File: config.mk
export PLATFORM = sky130hd
export DESIGN_NAME = mem_issue_queue
export DESIGN_NICKNAME = d
export VERILOG_FILES = /design/src/rtl/mem_issue_queue.sv
export SDC_FILE = /design/constraint.sdc
export NUM_CORES = 1
export LEC_CHECK = 0
export ABC_CLOCK_PERIOD_IN_PS = 4700
export CORE_ASPECT_RATIO = 1.1
export CORE_MARGIN = 4
export CORE_UTILIZATION = 30
export CTS_CLUSTER_SIZE = 20
export DETAILED_ROUTE_END_ITERATION = 8
export GPL_ROUTABILITY_DRIVEN = 0
export GPL_TIMING_DRIVEN = 0
export PLACE_DENSITY = 0.48
export SKIP_CTS_REPAIR_TIMING = 1
export SYNTH_ARGS = -nofsm -noshare
export SYNTH_HDL_FRONTEND = slang
export SYNTH_SLANG_ARGS = --single-unit
File: constraint.sdc
create_clock -name clk -period 4.7 [get_ports clk]
set_input_delay 0.47 -clock clk [delete_from_list [all_inputs] [get_ports clk]]
set_output_delay 0.47 -clock clk [all_outputs]
set_load 0.05 [all_outputs]
File: src/rtl/mem_issue_queue.sv
// In-order load/store issue queue ahead of the LSU.
// Captures operands from the CDB and issues one op at a time in program order.
`ifndef PREG_IDX_WIDTH
`define PREG_IDX_WIDTH 6
`endif
`ifndef MEM_OP_WIDTH
`define MEM_OP_WIDTH 4
`endif
`ifndef ROB_IDX_WIDTH
`define ROB_IDX_WIDTH 5
`endif
`ifndef ROB_GEN_WIDTH
`define ROB_GEN_WIDTH 1
`endif

package mem_iq_pkg;
  typedef struct packed {
    logic                       valid;
    logic                       base_rdy;
    logic [`PREG_IDX_WIDTH-1:0] base_tag;
    logic [31:0]                base_val;
    logic                       data_rdy;
    logic [`PREG_IDX_WIDTH-1:0] data_tag;
    logic                       data_fp;
    logic [31:0]                data_val;
    logic [31:0]                imm;
    logic [`MEM_OP_WIDTH-1:0]   mem_op;
    logic                       is_load;
    logic                       uns;
    logic [`ROB_IDX_WIDTH-1:0]  rob_idx;
    logic [`ROB_GEN_WIDTH-1:0]  rob_gen;
    logic [`PREG_IDX_WIDTH-1:0] rd_tag;
    logic                       rd_fp;
  } iq_entry_t;
endpackage

module mem_issue_queue
  import mem_iq_pkg::*;
#(
  parameter int DEPTH = 4
) (
  input  logic                       clk,
  input  logic                       rst,
  input  logic                       flush,
  input  logic                       enq_valid,
  output logic                       enq_ready,
  input  logic                       enq_base_ready,
  input  logic [`PREG_IDX_WIDTH-1:0] enq_base_tag,
  input  logic [31:0]                enq_base_val,
  input  logic                       enq_data_ready,
  input  logic [`PREG_IDX_WIDTH-1:0] enq_data_tag,
  input  logic                       enq_data_is_fp,
  input  logic [31:0]                enq_data_val,
  input  logic [31:0]                enq_imm,
  input  logic [`MEM_OP_WIDTH-1:0]   enq_mem_op,
  input  logic                       enq_is_load,
  input  logic                       enq_unsigned,
  input  logic [`ROB_IDX_WIDTH-1:0]  enq_rob_idx,
  input  logic [`ROB_GEN_WIDTH-1:0]  enq_rob_gen,
  input  logic [`PREG_IDX_WIDTH-1:0] enq_rd_tag,
  input  logic                       enq_rd_is_fp,
  input  logic                       cdb_valid,
  input  logic [`PREG_IDX_WIDTH-1:0] cdb_tag,
  input  logic                       cdb_is_fp,
  input  logic [31:0]                cdb_value,
  input  logic                       lsu_busy,
  output logic                       iss_valid,
  output logic [31:0]                iss_addr,
  output logic [31:0]                iss_wdata,
  output logic [`MEM_OP_WIDTH-1:0]   iss_mem_op,
  output logic                       iss_is_load,
  output logic                       iss_unsigned,
  output logic [`ROB_IDX_WIDTH-1:0]  iss_rob_idx,
  output logic [`ROB_GEN_WIDTH-1:0]  iss_rob_gen,
  output logic [`PREG_IDX_WIDTH-1:0] iss_rd_tag,
  output logic                       iss_rd_is_fp,
  output logic [$clog2(DEPTH):0]     count
);

  localparam int PW = $clog2(DEPTH);
  localparam int CW = PW + 1;

  iq_entry_t     q [DEPTH];
  iq_entry_t     new_e;
  iq_entry_t     hd;
  logic [PW-1:0] head;
  logic [PW-1:0] tail;
  logic [CW-1:0] cnt;
  logic          base_hit;
  logic          data_hit;
  logic          do_enq;
  logic          do_iss;

  assign count     = cnt;
  assign enq_ready = cnt < CW'(DEPTH);
  assign hd        = q[head];

  assign do_enq = enq_valid && enq_ready
               && !flush && !rst;
  assign do_iss = hd.valid && hd.base_rdy
               && (hd.data_rdy || hd.is_load)
               && !lsu_busy && !iss_valid
               && !flush && !rst;

  // Same-cycle CDB bypass so an enqueuing op cannot miss its producer.
  assign base_hit = !enq_base_ready && cdb_valid
                 && !cdb_is_fp
                 && cdb_tag == enq_base_tag;
  assign data_hit = !enq_data_ready && !enq_is_load
                 && cdb_valid
                 && cdb_is_fp == enq_data_is_fp
                 && cdb_tag == enq_data_tag;

  always_comb begin
    new_e          = '0;
    new_e.valid    = 1'b1;
    new_e.base_rdy = enq_base_ready | base_hit;
    new_e.base_tag = enq_base_tag;
    new_e.base_val = base_hit ? cdb_value
                              : enq_base_val;
    new_e.data_rdy = enq_data_ready | enq_is_load
                   | data_hit;
    new_e.data_tag = enq_data_tag;
    new_e.data_fp  = enq_data_is_fp;
    new_e.data_val = data_hit ? cdb_value
                              : enq_data_val;
    new_e.imm      = enq_imm;
    new_e.mem_op   = enq_mem_op;
    new_e.is_load  = enq_is_load;
    new_e.uns      = enq_unsigned;
    new_e.rob_idx  = enq_rob_idx;
    new_e.rob_gen  = enq_rob_gen;
    new_e.rd_tag   = enq_rd_tag;
    new_e.rd_fp    = enq_rd_is_fp;
  end

  always_ff @(posedge clk) begin
    if (rst || flush) begin
      for (int i = 0; i < DEPTH; i++)
        q[i].valid <= 1'b0;
      head      <= '0;
      tail      <= '0;
      cnt       <= '0;
      iss_valid <= 1'b0;
      if (rst) begin
        iss_addr     <= '0;
        iss_wdata    <= '0;
        iss_mem_op   <= '0;
        iss_is_load  <= 1'b0;
        iss_unsigned <= 1'b0;
        iss_rob_idx  <= '0;
        iss_rob_gen  <= '0;
        iss_rd_tag   <= '0;
        iss_rd_is_fp <= 1'b0;
      end
    end else begin
      for (int i = 0; i < DEPTH; i++) begin
        if (q[i].valid && !q[i].base_rdy
            && cdb_valid && !cdb_is_fp
            && cdb_tag == q[i].base_tag) begin
          q[i].base_rdy <= 1'b1;
          q[i].base_val <= cdb_value;
        end
        if (q[i].valid && !q[i].data_rdy
            && cdb_valid
            && cdb_is_fp == q[i].data_fp
            && cdb_tag == q[i].data_tag) begin
          q[i].data_rdy <= 1'b1;
          q[i].data_val <= cdb_value;
        end
      end
      if (do_enq) begin
        q[tail] <= new_e;
        tail    <= tail + PW'(1);
      end
      iss_valid <= do_iss;
      if (do_iss) begin
        q[head].valid <= 1'b0;
        head          <= head + PW'(1);
        iss_addr      <= hd.base_val + hd.imm;
        iss_wdata     <= hd.data_val;
        iss_mem_op    <= hd.mem_op;
        iss_is_load   <= hd.is_load;
        iss_unsigned  <= hd.uns;
        iss_rob_idx   <= hd.rob_idx;
        iss_rob_gen   <= hd.rob_gen;
        iss_rd_tag    <= hd.rd_tag;
        iss_rd_is_fp  <= hd.rd_fp;
      end
      unique case ({do_enq, do_iss})
        2'b10:   cnt <= cnt + CW'(1);
        2'b01:   cnt <= cnt - CW'(1);
        default: cnt <= cnt;
      endcase
    end
  end

endmodule

==> qor.yml <==
first_pass_iters: 8
path_cells: "buf_6 > buf_6 > mux4_2 > ha_1 > fa_1 > a21oi_1 > o22ai_1 > a31oi_4 > a21o_1 > a21oi_1 > a2111oi_4 > mux2i_2"
antenna_found_initial: 12
final_common_cell: "edfxtp_1"
async_reset_ff_share_pct: 0
clk_path_buf_depth: 3
drt_iter0_markers: 1095
area_delta_synth_final_pct: 24.0
wl_per_cell_um: 25.5
fin_crit_sh_pct: 95.7
timing.final.max_slew_violations: 0
viasPerCell: 4.82
cpPeakStageDelay_ps: 530
numClockSinks: 617
finalWorstSetupSlack_ps: 204
period_needed_ps: 4500
ys_types: 66
grt_max_degree: 48
dp_slack_ps: -1650
drt-total-wl_um: 82300
worst_setup_path_end_kind: "flop"
fillCellCount: 8715
final_cell_area_um2: 35200
clk-insertion-delay-late_ps: 630
finalClockSkew_ps: 29.8
netlist_area_um2: 28300
synthesis.nets: 1802
die_w_um: 301
outcome: "finished, final reports clean"
ys.flop_type: "edfxtp_1"
htree_levels: 3
rsz0062_at_grt: "no"
grt-ovfl-total: 0
fin_nets: 2139
cp_slowest_cell: "mux4_2"
crit_arrival_ps: 4920
synth_edf_count: 595
vias: 15600
cts-root-buf: "clkbuf_16"
ys_seq_area_share_pct: 64.6
fp.dieH_um: 330
relSlewSlack_pct: 17.6
clkTransAtPathRegs_ps: 60
worst_pin_slew_ps: 1240
hold_class: "in -> reg"
critical_path_class: "reg -> reg"
cts_tree: "done"
initial_core_util_pct: 30.4
fin_util_pct: 37.8
ios: 263
drc: 0
syn_avg_cell_area_um2: 17.9
yosysWarnings: 0
grtUsageTotal_pct: 16.4
coreArea_um2: 93100
ant_nets: 0
grt_pass1_vias: 16500
fmax_mhz: 222
power.density_nw_per_um2: 358
setup_viol: 0
hpwl_um: 57700
maxCapViolations: 0
start_kind: "flop"
layout_common_cells: "edfxtp_1 (595), clkdlybuf4s50_1 (255), mux2_2 (128)"
final-hold-violation-count: 0
syn_inst: 1585
peakVddDrop_uv: 203
worstPathRequired_ps: 5120
io_buffer_count: 255
dpl_cell_area_um2: 32900
grt_pass1_wl_um: 116000
ys_seq_elements: 617
numCtsBuffers: 69
die_area_um2: 99400
core.rowCount: 117
power.leakage_nw: 11.9
drive_above_1_share_pct: 28.3
path_max_fanout: 10
[per-layer routing]
layer	up-vias	global-route usage, %	part of all wire (%)	routed length (µm)
li1	6987	-	-	-
met1	8053	20.8	42	34400
met2	399	28.1	50	41300
met3	103	3.40	5.6	4600
met4	8	5.26	2.4	1960
met5	-	0	0.058	48
[cells by family (layout without fill, tap and decap cells)]
group | after synthesis | in the layout | share of synthesized area, %
xor+xnor | 89 | 89 | 2.78
compound gates | 137 | 137 | 3.20
fa+ha+maj | 42 | 42 | 1.91
simple gates | 235 | 235 | 4.47
other cells | 0 | 7 | 0
buf+inv | 93 | 481 | 2.14
mux | 372 | 372 | 20.9
flops | 617 | 617 | 64.6
[stage by stage]
step	power, mW	TNS (ps)	instances	hold WS (ps)
after floorplan	6.87	0	1585	450
after global placement	7.33	-1439040	3089	494
after detailed placement	7.35	-23340	3102	506
after CTS	12.8	-24920	3224	433
after global routing	13.1	0	3224	465
final	12.6	0	3229	477
[Yosys cell counts, types with 15 or more instances]
cell type / instances / area, µm²
xor2_1: 46 / 403
nand2_1: 33 / 124
edfxtp_1: 595 / 17900
o21ai_0: 21 / 105
nor2_1: 52 / 195
mux2_4: 120 / 1800
nor3_1: 24 / 120
xnor2_1: 42 / 368
ha_1: 40 / 500
and2_1: 56 / 350
inv_1: 18 / 67.6
mux2_2: 128 / 1440
a21oi_1: 42 / 210
dfxtp_1: 22 / 440
buf_2: 31 / 155
clkbuf_1: 25 / 93.8
mux4_2: 114 / 2570
a21o_1: 16 / 120
nand3_1: 15 / 75.1
[cell type report]
type,instances,area (µm²),area share [%]
well taps,1249,1560,4.45
diodes,7,17.5,0.0498
plain buffers,73,561,1.59
flip-flops and latches,617,18300,52.1
clock buffers,88,1800,5.12
inverters,18,77.6,0.221
clock inverters,34,410,1.17
multi-input cells,875,9560,27.2
repair buffers,268,2850,8.11
[where the power goes]
part | leakage, nW | total [mW] | switching, mW | internal [mW]
sequential | 5.66 | 6.19 | 0.0422 | 6.15
clock | 1.06 | 5.36 | 2.24 | 3.12
combinational | 5.22 | 1.05 | 0.567 | 0.478
total | 11.9 | 12.6 | 2.85 | 9.74
[worst max-delay path: cells and delay by family, from the launching register on]
kind                       cells  cell delay (ps)
DFF                            1              470
adders and majority gates      2              820
muxes                          2              920
buffers and inverters          2              500
AOI/OAI and AO/OA              6             1560
[registers in the layout (all words and copies together), names as in the netlist, named ones only]
register and cells:
q 524, iss_addr 32, iss_wdata 32, iss_rd_tag 6, iss_rob_idx 5, iss_mem_op 4, count 3, head 2
tail 2, iss_is_load 1, iss_rd_is_fp 1, iss_rob_gen 1, iss_unsigned 1, iss_valid 1
[worst paths after layout]
kind / from / slack (ps) / to / depth (start not counted)
hold / removal: enq_imm[25] / 480 / q[0][44]$_DFFE_PP_ / 1
hold reg to reg: count[2]$_SDFFE_PN0P_ / 520 / count[2]$_SDFFE_PN0P_ / 2
setup / recovery: flop / 200 / iss_addr[26]$_SDFFCE_PN0P_ / 12
setup reg to reg: flop / 200 / iss_addr[26]$_SDFFCE_PN0P_ / 12
Note: power is estimated with default switching activity, not from simulation.
